==> src/rtl/acia_tx_fifo.sv <==
// acia_tx_fifo: 6551-style UART transmitter with write FIFO, 5-8 bit words, parity and 1/2 stop bits.
// Optional break output is enabled by defining ACIA_TX_BREAK_EN (adds input TXBRK).
module acia_tx_fifo #(
  parameter int FIFO_DEPTH = 4,
  parameter int OVERSAMPLE = 16,
  parameter int LVL_W      = 5
) (
  input  logic             PHI2,
  input  logic             RESET,
  input  logic             BAUD_TICK,
  input  logic             CTSB,
  input  logic [7:0]       TXDATA,
  input  logic             TXLATCH,
  input  logic [1:0]       R_WL,
  input  logic             R_PME,
  input  logic [1:0]       R_PMC,
  input  logic             R_SBN,
`ifdef ACIA_TX_BREAK_EN
  input  logic             TXBRK,
`endif
  output logic             TX,
  output logic             TXFULL,
  output logic             TXEMPTY,
  output logic [LVL_W-1:0] TXLEVEL,
  output logic             TXOVR
);
  localparam int PW = (FIFO_DEPTH > 1) ? $clog2(FIFO_DEPTH) : 1;
  localparam int TW = $clog2(OVERSAMPLE);
  typedef enum logic [2:0] {IDLE, START, DATA, PARITY, STOP, STOP2} state_t;
  logic [7:0]       r_mem [FIFO_DEPTH];
  logic [PW-1:0]    r_wp, r_rp;
  logic [LVL_W-1:0] r_level;
  logic             r_full, r_empty, r_ovr, r_tx, r_par, r_pme, r_sbn;
  logic [1:0]       r_wl, r_pmc;
  logic [7:0]       r_sh;
  logic [2:0]       r_bit;
  logic [TW-1:0]    r_tick;
  state_t           r_state;
  logic             w_brk, w_pop, w_push, w_tend, w_last, w_stop2, w_p, w_pbit;
  logic [2:0]       w_last_bit;
  logic [LVL_W-1:0] w_lvl_nxt;
`ifdef ACIA_TX_BREAK_EN
  assign w_brk = TXBRK;
`else
  assign w_brk = 1'b0;
`endif
  assign w_pop      = BAUD_TICK && r_state == IDLE && r_level != '0 && !CTSB && !w_brk;
  assign w_push     = TXLATCH && (!r_full || w_pop);
  assign w_lvl_nxt  = r_level + LVL_W'(w_push) - LVL_W'(w_pop);
  assign w_tend     = r_tick == TW'(OVERSAMPLE - 1);
  assign w_stop2    = r_sbn && !r_pme;
  assign w_last     = BAUD_TICK && w_tend && (r_state == STOP2 || (r_state == STOP && !w_stop2));
  assign w_last_bit = 3'd7 - {1'b0, r_wl};
  // parity including the data bit currently on the line
  assign w_p        = r_par ^ r_sh[0];
  assign w_pbit     = r_pmc[1] ? ~r_pmc[0] : (r_pmc[0] ? w_p : ~w_p);
  assign TX      = r_tx;
  assign TXFULL  = r_full;
  assign TXEMPTY = r_empty;
  assign TXLEVEL = r_level;
  assign TXOVR   = r_ovr;
  always_ff @(posedge PHI2)
    if (w_push) r_mem[r_wp] <= TXDATA;
  always_ff @(posedge PHI2 or negedge RESET) begin
    if (!RESET) begin
      r_wp    <= '0;
      r_rp    <= '0;
      r_level <= '0;
      r_full  <= 1'b0;
      r_empty <= 1'b1;
      r_ovr   <= 1'b0;
      r_tx    <= 1'b1;
      r_par   <= 1'b0;
      r_pme   <= 1'b0;
      r_sbn   <= 1'b0;
      r_wl    <= '0;
      r_pmc   <= '0;
      r_sh    <= '0;
      r_bit   <= '0;
      r_tick  <= '0;
      r_state <= IDLE;
    end else begin
      if (w_push) r_wp <= r_wp + PW'(1);
      if (w_pop) r_rp <= r_rp + PW'(1);
      if (TXLATCH && !w_push) r_ovr <= 1'b1;
      r_level <= w_lvl_nxt;
      r_full  <= w_lvl_nxt == LVL_W'(FIFO_DEPTH);
      r_empty <= w_lvl_nxt == '0 && ((r_state == IDLE && !w_pop) || w_last);
      r_tick  <= (BAUD_TICK && r_state != IDLE) ? (w_tend ? '0 : r_tick + TW'(1)) : r_tick;
      case (r_state)
        IDLE:
          if (w_pop) begin
            r_sh    <= r_mem[r_rp];
            r_wl    <= R_WL;
            r_pme   <= R_PME;
            r_pmc   <= R_PMC;
            r_sbn   <= R_SBN;
            r_par   <= 1'b0;
            r_tx    <= 1'b0;
            r_state <= START;
          end else r_tx <= !w_brk;
        START:
          if (BAUD_TICK && w_tend) begin
            r_bit   <= '0;
            r_tx    <= r_sh[0];
            r_state <= DATA;
          end
        DATA:
          if (BAUD_TICK && w_tend) begin
            r_par <= w_p;
            r_sh  <= r_sh >> 1;
            r_bit <= r_bit + 3'd1;
            if (r_bit == w_last_bit) begin
              r_state <= r_pme ? PARITY : STOP;
              r_tx    <= r_pme ? w_pbit : 1'b1;
            end else r_tx <= r_sh[1];
          end
        PARITY:
          if (BAUD_TICK && w_tend) begin
            r_tx    <= 1'b1;
            r_state <= STOP;
          end
        STOP:
          if (BAUD_TICK && w_tend) r_state <= w_stop2 ? STOP2 : IDLE;
        STOP2:
          if (BAUD_TICK && w_tend) r_state <= IDLE;
        default: r_state <= IDLE;
      endcase
    end
  end
endmodule

==> config.mk <==
export PLATFORM = sky130hd
export DESIGN_NAME = acia_tx_fifo
export DESIGN_NICKNAME = d
export VERILOG_FILES = /design/src/rtl/acia_tx_fifo.sv
export SDC_FILE = /design/constraint.sdc
export NUM_CORES = 1
export LEC_CHECK = 0
export ABC_AREA = 1
export CAP_MARGIN = 25
export CORE_ASPECT_RATIO = 1.4
export CORE_UTILIZATION = 50
export CTS_CLUSTER_SIZE = 28
export DETAILED_ROUTE_END_ITERATION = 16
export HOLD_SLACK_MARGIN = 0.05
export PLACE_DENSITY_LB_ADDON = 0.1
export RECOVER_POWER = 100
export SLEW_MARGIN = 20
export SYNTH_ARGS = -nofsm -noshare
export SYNTH_HDL_FRONTEND = slang
export SYNTH_SLANG_ARGS = --single-unit
==> constraint.sdc <==
create_clock -name PHI2 -period 4.8 [get_ports PHI2]
set_input_delay 0.48 -clock PHI2 [delete_from_list [all_inputs] [get_ports PHI2]]
set_output_delay 0.48 -clock PHI2 [all_outputs]
set_load 0.01 [all_outputs]
=== Yosys cells after proc, flatten, opt, wreduce, memory -nomap -nowiden ===
Memories as Yosys holds them, arrays and structs flattened.
Cells that the tools add are included.

* Bitwise logic cells: 3
* Multiplexer cells: 30
* Add/subtract/negate cells: 7
* Equality and inequality tests: 15
* Reduce and logical (&&, ||, !) cells: 33

{| class="wikitable"
|+ Operators by type and width
! operator !! count
|-
| 2-to-1 mux 3 bit || 10
|-
| one-hot mux 3 bit (6 select lines) || 1
|-
| 2-to-1 mux 8 bit || 2
|-
| one-hot mux 8 bit (2 select lines) || 1
|-
| != test 2 bit, second input constant || 7
|-
| logical AND 1 bit || 12
|-
| 2-to-1 mux 1 bit || 12
|-
| AND reduction 7 bit || 1
|-
| == test 3 x 2 -> 1 bit, second input constant || 2
|-
| == test 3 bit, second input constant || 2
|-
| logical NOT 1 bit || 6
|-
| one-hot mux 3 bit (2 select lines) || 1
|-
| AND reduction 3 bit || 2
|-
| adder 5 x 1 -> 5 bit || 1
|-
| == test 5 x 3 -> 1 bit, second input constant || 1
|-
| logical NOT 5 bit || 1
|-
| nonzero test 5 bit || 1
|-
| subtractor 5 x 1 -> 5 bit || 1
|-
| adder 2 x 1 -> 2 bit, second input constant || 2
|-
| adder 4 x 1 -> 4 bit, second input constant || 1
|-
| == test 4 bit, second input constant || 1
|-
| 2-to-1 mux 4 bit || 1
|-
| one-hot mux 1 bit (4 select lines) || 1
|-
| AND reduction 4 bit || 1
|-
| other kinds (13) || 17
|}

* Output and inout bits: 9
* Input bits: 19
* Register bits after elaboration: 38
* Logic and storage cells: 105
* Memory bits (writable): 32
* Memories kept: 1

{| class="wikitable"
|+ Memory list
! name !! words !! width !! read ports !! clocked after memory_dff !! write ports !! line !! RTL
|-
| r_mem || 4 || 8 || 1 || 0 || 1 || 30 || <nowiki>logic [7:0] r_mem [FIFO_DEPTH];</nowiki>
|}

=== Longest topological paths before layout ===
Gate-level depths: netlist (run 1).

* Depth after elaboration: 10
* Gate-level depth with buffers: 16

=== Worst setup path after synthesis (run 1) ===
Ideal clock, no wire load.

* Path kind: reg-to-reg
* From: reg r_state[0]
* To: reg r_empty, in the netlist TXEMPTY
* Period minus slack after synthesis: 2.629 ns
* Path buffers: 2
* Path slack: 2.171 ns
* Arrival time: 2.562 ns
* Cell stages (with the launch flop): 17
* Cell sequence: dfrtp_1 > buf_6 > nor2_4 > nand2_1 > inv_2 > nand3_4 > inv_1 > buf_4 > ha_1 > inv_1 > ha_1 > inv_1 > fa_1 > o21ai_0 > xor2_1 > nand2_1 > nor2_1

* Cells in the longest elaborated chain, start to end: 10
* Elaborated cells between the ends (all ways): 18
* Those cells by class: add/sub (2); eq/ne (2); reduce/logical (14)

{| class="wikitable"
|+ RTL lines
! what !! line !! RTL
|-
| start, declared || 38 || <nowiki>state_t r_state;</nowiki>
|-
| start signal, assigned || 114 || <nowiki>r_state <= r_pme ? PARITY : STOP;</nowiki>
|-
| start signal, assigned || 124 || <nowiki>if (BAUD_TICK && w_tend) r_state <= w_stop2 ? STOP2 : IDLE;</nowiki>
|-
| logical NOT 3 bit (*) || 47 || <nowiki>assign w_pop = BAUD_TICK && r_state == IDLE && r_level != '0 && !CTSB && !w_brk;</nowiki>
|-
| logical AND 1 bit (*) (3 in series) || 47 ||
|-
| named net w_pop || 39 || <nowiki>logic w_brk, w_pop, w_push, w_tend, w_last, w_stop2, w_p, w_pbit;</nowiki>
|-
| logical OR 1 bit || 48 || <nowiki>assign w_push = TXLATCH && (!r_full || w_pop);</nowiki>
|-
| logical AND 1 bit || 48 ||
|-
| adder 5 x 1 -> 5 bit || 49 || <nowiki>assign w_lvl_nxt = r_level + LVL_W'(w_push) - LVL_W'(w_pop);</nowiki>
|-
| subtractor 5 x 1 -> 5 bit || 49 ||
|-
| logical NOT 5 bit || 88 || <nowiki>r_empty <= w_lvl_nxt == '0 && ((r_state == IDLE && !w_pop) || w_last);</nowiki>
|-
| logical AND 1 bit (*) || 88 ||
|-
| end signal, assigned || 88 ||
|-
| end, declared || 33 || <nowiki>logic r_full, r_empty, r_ovr, r_tx, r_par, r_pme, r_sbn;</nowiki>
|}

The timed path passes the listed nets; every way through them passes the cells marked *.
A chain may end at the register's enable or synchronous reset.

=== Worst setup path after layout (run 1) ===
* From: reg r_state[0]
* To: reg r_empty, in the netlist TXEMPTY

* Cells in the longest elaborated chain, start to end: 10
* Elaborated cells between the ends (all ways): 18
* Those cells by class: add/sub (2); eq/ne (2); reduce/logical (14)

{| class="wikitable"
|+ RTL lines
! what !! line
|-
| logical NOT 3 bit || 47, 88
|-
| logical AND 1 bit (3 in series) || 47
|-
| logical OR 1 bit || 48
|-
| logical AND 1 bit || 48
|-
| adder 5 x 1 -> 5 bit || 49
|-
| subtractor 5 x 1 -> 5 bit || 49
|-
| logical NOT 5 bit || 88
|-
| logical AND 1 bit (*) || 88
|}

Every way passes the cells marked *; elsewhere a longest branch is shown, timed or not.

==> results of run 1 <==
==> worst min path at each step <==
| stage | from | end | slack, ns | depth (start not counted) |
|---|---|---|---|---|
| after floorplan | RESET | TXFULL$_DFF_PN0_ | 0.18 | 0 |
| after global placement | TX$_DFFE_PN1P_ | TX$_DFFE_PN1P_ | 0.46 | 2 |
| after detailed placement | TX$_DFFE_PN1P_ | TX$_DFFE_PN1P_ | 0.46 | 2 |
| after CTS | RESET | r_wp[1]$_DFFE_PN0P_ | 0.30 | 1 |
| after global routing | RESET | r_pmc[1]$_DFFE_PN0P_ | 0.29 | 1 |
| final | RESET | r_sh[2]$_DFFE_PN0P_ | 0.23 | 1 |
==> metal layers <==
layer / vias to the layer above / wire length [um] / GRT usage [%]
met1: 1106 / 2731 / 23.99
met3: 17 / 208 / 4.908
met2: 46 / 3394 / 34.65
met4: 0 / 169 / 8.769
li1: 1177 / - / -
met5: - / 0 / 0
==> state kept, by name (all words and copies together), names as in the netlist, 2 cells and up <==
signal	count
r_wp	2
r_tick	4
r_pmc	2
r_state	3
TXLEVEL	5
r_bit	3
r_mem	32
r_sh	8
r_rp	2
r_wl	2
==> power breakdown <==
part | switching [uW] | internal (uW) | total (uW) | leakage [uW]
Clock | 222 | 345 | 567 | 0.000114
Combinational | 601 | 361 | 961 | 0.000810
Sequential | 152 | 851 | 1000 | 0.000760
Total | 975 | 1560 | 2530 | 0.00168
==> kinds of logic after synthesis <==
kind of cell | synth area share, %
adder cells (fa/ha/maj) | 5.067
AND/OR/NAND/NOR | 20.90
AO/OA/AOI/OAI | 7.712
flip-flops | 57.00
XOR/XNOR | 2.347
buffers and inverters | 6.967
==> layout by cell type, fill, tap and decap left out, types with 6 or more instances in the layout <==
| cell | n |
|---|---|
| nand2_1 | 89 |
| inv_1 | 40 |
| dfrtp_1 | 36 |
| edfxtp_1 | 32 |
| nand3_1 | 31 |
| nor2_1 | 25 |
| o21ai_0 | 25 |
| dlygate4sd3_1 | 17 |
| ha_1 | 12 |
| a21oi_1 | 9 |
| clkbuf_8 | 9 |
| clkdlybuf4s50_1 | 9 |
| xor2_1 | 7 |
| o21ai_1 | 6 |
==> stage by stage <==
stage	setup slack (ns)	std cells	cell area, sq um	util, %
after floorplan	2.171	343	3358	-
after global placement	1.579	435	3643	55.84
after detailed placement	1.387	435	3643	55.84
after CTS	1.700	451	3881	59.48
after global routing	1.048	452	3822	58.58
final	1.397	452	3822	58.58
==> cell type report <==
type                            count  area [sq um]
Clock buffer                       10         127.6
Clock inverter                      6         110.1
Fill cell                         559          2703
Inverter                           43         161.4
Multi-Input combinational cell    221          1149
Sequential cell                    70          1914
Tap cell                           74         92.59
Timing Repair Buffer               28         267.8
==> worst max-delay path, cell delays in order (launching register included) <==
cell and delay (ns):
dfrtp_1 0.47, nor2_1 0.28, nand2_1 0.14, inv_1 0.12, nand3_1 0.26, inv_1 0.39, ha_1 0.30, inv_1 0.06
ha_1 0.16, inv_1 0.06, fa_1 0.40, o21ai_0 0.28, xor2_1 0.24, nand2_1 0.10, nor2_1 0.11
==> metrics.cfg, run 1 <==
[finish]
areaGrowthSynthToFinish_pct=13.82
final_layout_size_suffix_gt1_share_pct=7.143
diodes=0
nets=405

[clocking]
clk_path_buf_depth=2
clock-sinks=70
cts_setup_buffers=0
path_clk_slew_ns=0.07
cts_hold_buf=0
cts_tree=built
cts_buffers=9
clk_latency_ns=0.34
h-tree-depth=3
cts_resized=0
cts_root_buffer=clkbuf_8

[critical_path]
regToRegSetupSlack_ns=1.40
crit_type=flip-flop to flip-flop
critPathCaptureType=flip-flop
reg2reg_to=TXEMPTY$_DFF_PN1_
cp_max_fo=13
worstSetupStartpoint=r_state[0]$_DFFE_PN0P_
timing.rr.start=r_state[0]$_DFFE_PN0P_
cp.arrival_ns=3.68
start_kind=flip-flop
endpoint=TXEMPTY$_DFF_PN1_
crit_required_ns=5.08
worst_r2r_path_depth=14

[logic_synthesis]
yosysWarningCount=0
syn_nets=375
avgSynthCellArea_sq_um=9.791
synth.area.top_cells=edfxtp_1 29%, dfrtp_1 27%, nand2_1 9.7%
yosysSeqAreaShare_pct=57.00
ys_top_cells_by_count=87 x nand2_1, 39 x inv_1, 36 x dfrtp_1, 32 x edfxtp_1, 29 x nand3_1
yosysTopAreaCell=edfxtp_1
yosysMostFrequentCell=nand2_1
async_reset_ff_share_pct=54.29
synth_top_area_share_pct=28.61
yosys.cell_types.count=33
synth-edff-count=32
ys_ff_latch=70
netlist_instances=343
syn-cell-area_sq_um=3358
synth-main-ff-cell=dfrtp_1

[outcome]
outcome=finished clean

[sta]
rsz0062_at_grt=no
fmaxAchievable_mhz=293.9
finalSetupViolCount=0
finalHoldViolations=0
fin_worst_skew_ns=0.01192
worst_pin_slew_ns=1.386
finalCritPeriodShare_pct=70.89
fin_crit_ns=3.403
max_slew_margin_pct=7.569
holdWs_ns=0.2323
drv_slew=0
finalSetupTns_ns=0

[floorplan]
std_cell_rows=35
start_util_pct=51.47
die_y_um=98.97
core_sq_um=6525
dieArea_sq_um=7053
fp.dieW_um=71.27
ios=28

[placed_design]
gp_congestion=0.8089
dp_hpwl_mm=4.482
place.port_buffers=27

[power]
p_leak_uw=0.001684
cellPowerDensity_nw_per_um2=662.3
ir_drop_v=0.0003468
p_total_uw=2531

[route]
drtAntennaViolNets=0
drt_wl_total_mm=6.502
viasPerCell=5.190
drt_pre_antenna_iters=4
first_iter_violations=129
wl_per_cell_um=14.38
drc=0
via_count=2346

[global_routing]
grt_pass1_vias=2260
grt.total_usage_pct=20.23
grt_pass1_wl_mm=10.52
antenna_found_initial=0
overflow=0
grt_max_degree=39

[hold_path]
hold_path_class=input pin to async pin

[job]
maxCapViolCount=0

Power figures use the tool's default switching activity.
==> run 2: changes to the inputs <==
==> constraint.sdc (replaced) <==
create_clock -name PHI2 -period 3 [get_ports PHI2]
set_input_delay 0.3 -clock PHI2 [delete_from_list [all_inputs] [get_ports PHI2]]
set_output_delay 0.3 -clock PHI2 [all_outputs]
set_load 0.01 [all_outputs]
==> metrics.cfg, run 2 (same netlist as run 1, synthesis figures left out) <==
[hold_path]
hold_path_class=input pin to async pin

[placed_design]
place.port_buffers=27  ; unchanged
dp_hpwl_mm=4.358  ; -2.8%
dp_cells=443  ; +1.8%
gp_congestion=0.7789  ; -3.7%

[finish]
largest-register=r_mem
final_layout_size_suffix_gt1_share_pct=9.302  ; +2.2 points
nets=414  ; +2.2%
diodes=0  ; unchanged
layout_commonest_cell=nand2_1
stdcell_count=461  ; +2.0%
areaGrowthSynthToFinish_pct=15.50
mostFrequentLayoutCells=88 x nand2_1, 39 x inv_1, 36 x dfrtp_1
largest_reg_flops=32  ; unchanged
fillCellCount=592  ; +5.9%

[floorplan]
fp.dieW_um=71.27  ; unchanged
std_cell_rows=35  ; unchanged
core_sq_um=6525  ; unchanged
start_util_pct=51.47  ; unchanged
ios=28  ; unchanged
die_y_um=98.97  ; unchanged
dieArea_sq_um=7053  ; unchanged

[power]
cellPowerDensity_nw_per_um2=1036  ; +56%
p_leak_uw=0.001697  ; +0.77%
ir_drop_v=0.0006447  ; +86%

[clocking]
clk_latency_ns=0.35  ; about the same
cts_tree=built
clk_path_buf_depth=2  ; unchanged
path_clk_slew_ns=0.08  ; about the same
cts_setup_buffers=0  ; unchanged
h-tree-depth=3  ; unchanged
clock-sinks=70  ; unchanged
cts_buffers=9  ; unchanged
cts_root_buffer=clkbuf_8

[global_routing]
grt_max_degree=39  ; unchanged
grt_pass1_wl_mm=10.45  ; -0.66%
overflow=0  ; unchanged
grt.total_usage_pct=19.92  ; -0.31 points
antenna_found_initial=0  ; unchanged
grt_pass1_vias=2181  ; -3.5%

[route]
drt_pre_antenna_iters=4  ; unchanged
wl_per_cell_um=13.98  ; -2.8%
drc=0  ; unchanged
drt_wl_total_mm=6.446  ; -0.86%
drtAntennaViolNets=0  ; unchanged
first_iter_violations=97  ; -25%
via_count=2299  ; -2.0%
viasPerCell=4.987  ; -3.9%

[critical_path]
endpoint=TXEMPTY$_DFF_PN1_
regToRegSetupSlack_ns=0.30  ; -1.10 ns
crit_type=flip-flop to flip-flop
timing.rr.start=r_state[0]$_DFFE_PN0P_
cp_max_fo=7  ; -6
cp.arrival_ns=2.98  ; -0.70 ns
crit_required_ns=3.28  ; -1.80 ns
critPathCaptureType=flip-flop
worstSetupStartpoint=r_state[0]$_DFFE_PN0P_
start_kind=flip-flop
worst_r2r_path_depth=15  ; +1
reg2reg_to=TXEMPTY$_DFF_PN1_

[sta]
max_slew_margin_pct=-12.92  ; -20 points
fmaxAchievable_mhz=370.5  ; +26%
finalSetupViolCount=0  ; unchanged
finalHoldViolations=0  ; unchanged
fin_crit_ns=2.699  ; -0.7032 ns
worst_pin_slew_ns=1.694  ; +0.3073 ns
drv_slew=32  ; +32
holdWs_ns=0.4205  ; +0.1882 ns
finalCritPeriodShare_pct=89.98  ; +19 points
rsz0062_at_grt=no
finalSetupTns_ns=0  ; unchanged
fin_worst_skew_ns=0.005731  ; -0.006186 ns

[outcome]
violations=capacitance limit, slew limit
outcome=finished, violations left

[job]
maxCapViolCount=1  ; +1

## run 2: changes by cell type in the layout (fill, tap and decap cells not counted), sizes merged
cell / before / now
buf: 0 / 1
clkinvlp: 1 / 2
clkbuf: 12 / 18
bufinv: 3 / 2
dlygate4sd3: 17 / 18
inv: 42 / 43
## run 2: critical path, stage by stage, from the launching register on
cell,delay (ns)
dfrtp_1,0.49
nor2_4,0.18
nand2_1,0.09
inv_2,0.10
nand3_4,0.08
nand2_1,0.08
nand2_2,0.05
ha_1,0.26
inv_1,0.05
ha_1,0.15
inv_1,0.05
fa_1,0.40
o21ai_0,0.22
xor2_1,0.20
nand2_1,0.09
nor2_1,0.12
## run 2: layout make-up
| class | instances | area [sq um] | share of cell area, % |
|---|---|---|---|
| flip-flops and latches | 70 | 1914 | 49.35 |
| clock inverters | 7 | 97.59 | 2.516 |
| well taps | 74 | 92.59 | 2.387 |
| inverters | 43 | 161.4 | 4.161 |
| clock buffers | 9 | 123.9 | 3.194 |
| repair buffers | 37 | 311.5 | 8.032 |
| multi-input cells | 221 | 1177 | 30.35 |
## run 2: power by group
part	switching (uW)	leakage [uW]	internal, uW
Combinational	968	0.000831	603
Sequential	238	0.000760	1360
Clock	378	0.000106	470
## run 2: worst min-delay path by stage
stage	from	end	depth (start not counted)
3_3_place_gp	TX$_DFFE_PN1P_	TX$_DFFE_PN1P_	2
5_1_grt	RESET	r_tick[1]$_DFFE_PN0P_	2
2_1_floorplan	RESET	TXFULL$_DFF_PN0_	0
3_5_place_dp	TX$_DFFE_PN1P_	TX$_DFFE_PN1P_	2
6_report	RESET	r_tick[1]$_DFFE_PN0P_	2
4_1_cts	RESET	r_sh[6]$_DFFE_PN0P_	1
## run 2: stage by stage
stage	instance area [sq um]	util, %	power (uW)	setup slack (ns)
after floorplan	3358	-	2800	0.3708
after global routing	3879	59.44	4337	0.06644
after detailed placement	3704	56.76	3296	0.1607
after CTS	3925	60.15	4160	0.2904
final	3879	59.44	4019	0.3007
after global placement	3704	56.76	3258	0.2162
## run 2: metal layers
layer	track usage [%]	part of all wire [%]	vias to the layer above
met2	34.43	51	31
met1	23.75	44	1065
met5	0	0	-
li1	-	-	1191
met4	9.231	2.3	0
met3	3.783	2.6	12
## run 2: repair_timing
item / 4_1_cts / 5_1_grt
hold buffers: 0 / 1
endpoints found under the hold margin: 0 / 6
gates resized for setup: 0 / 0
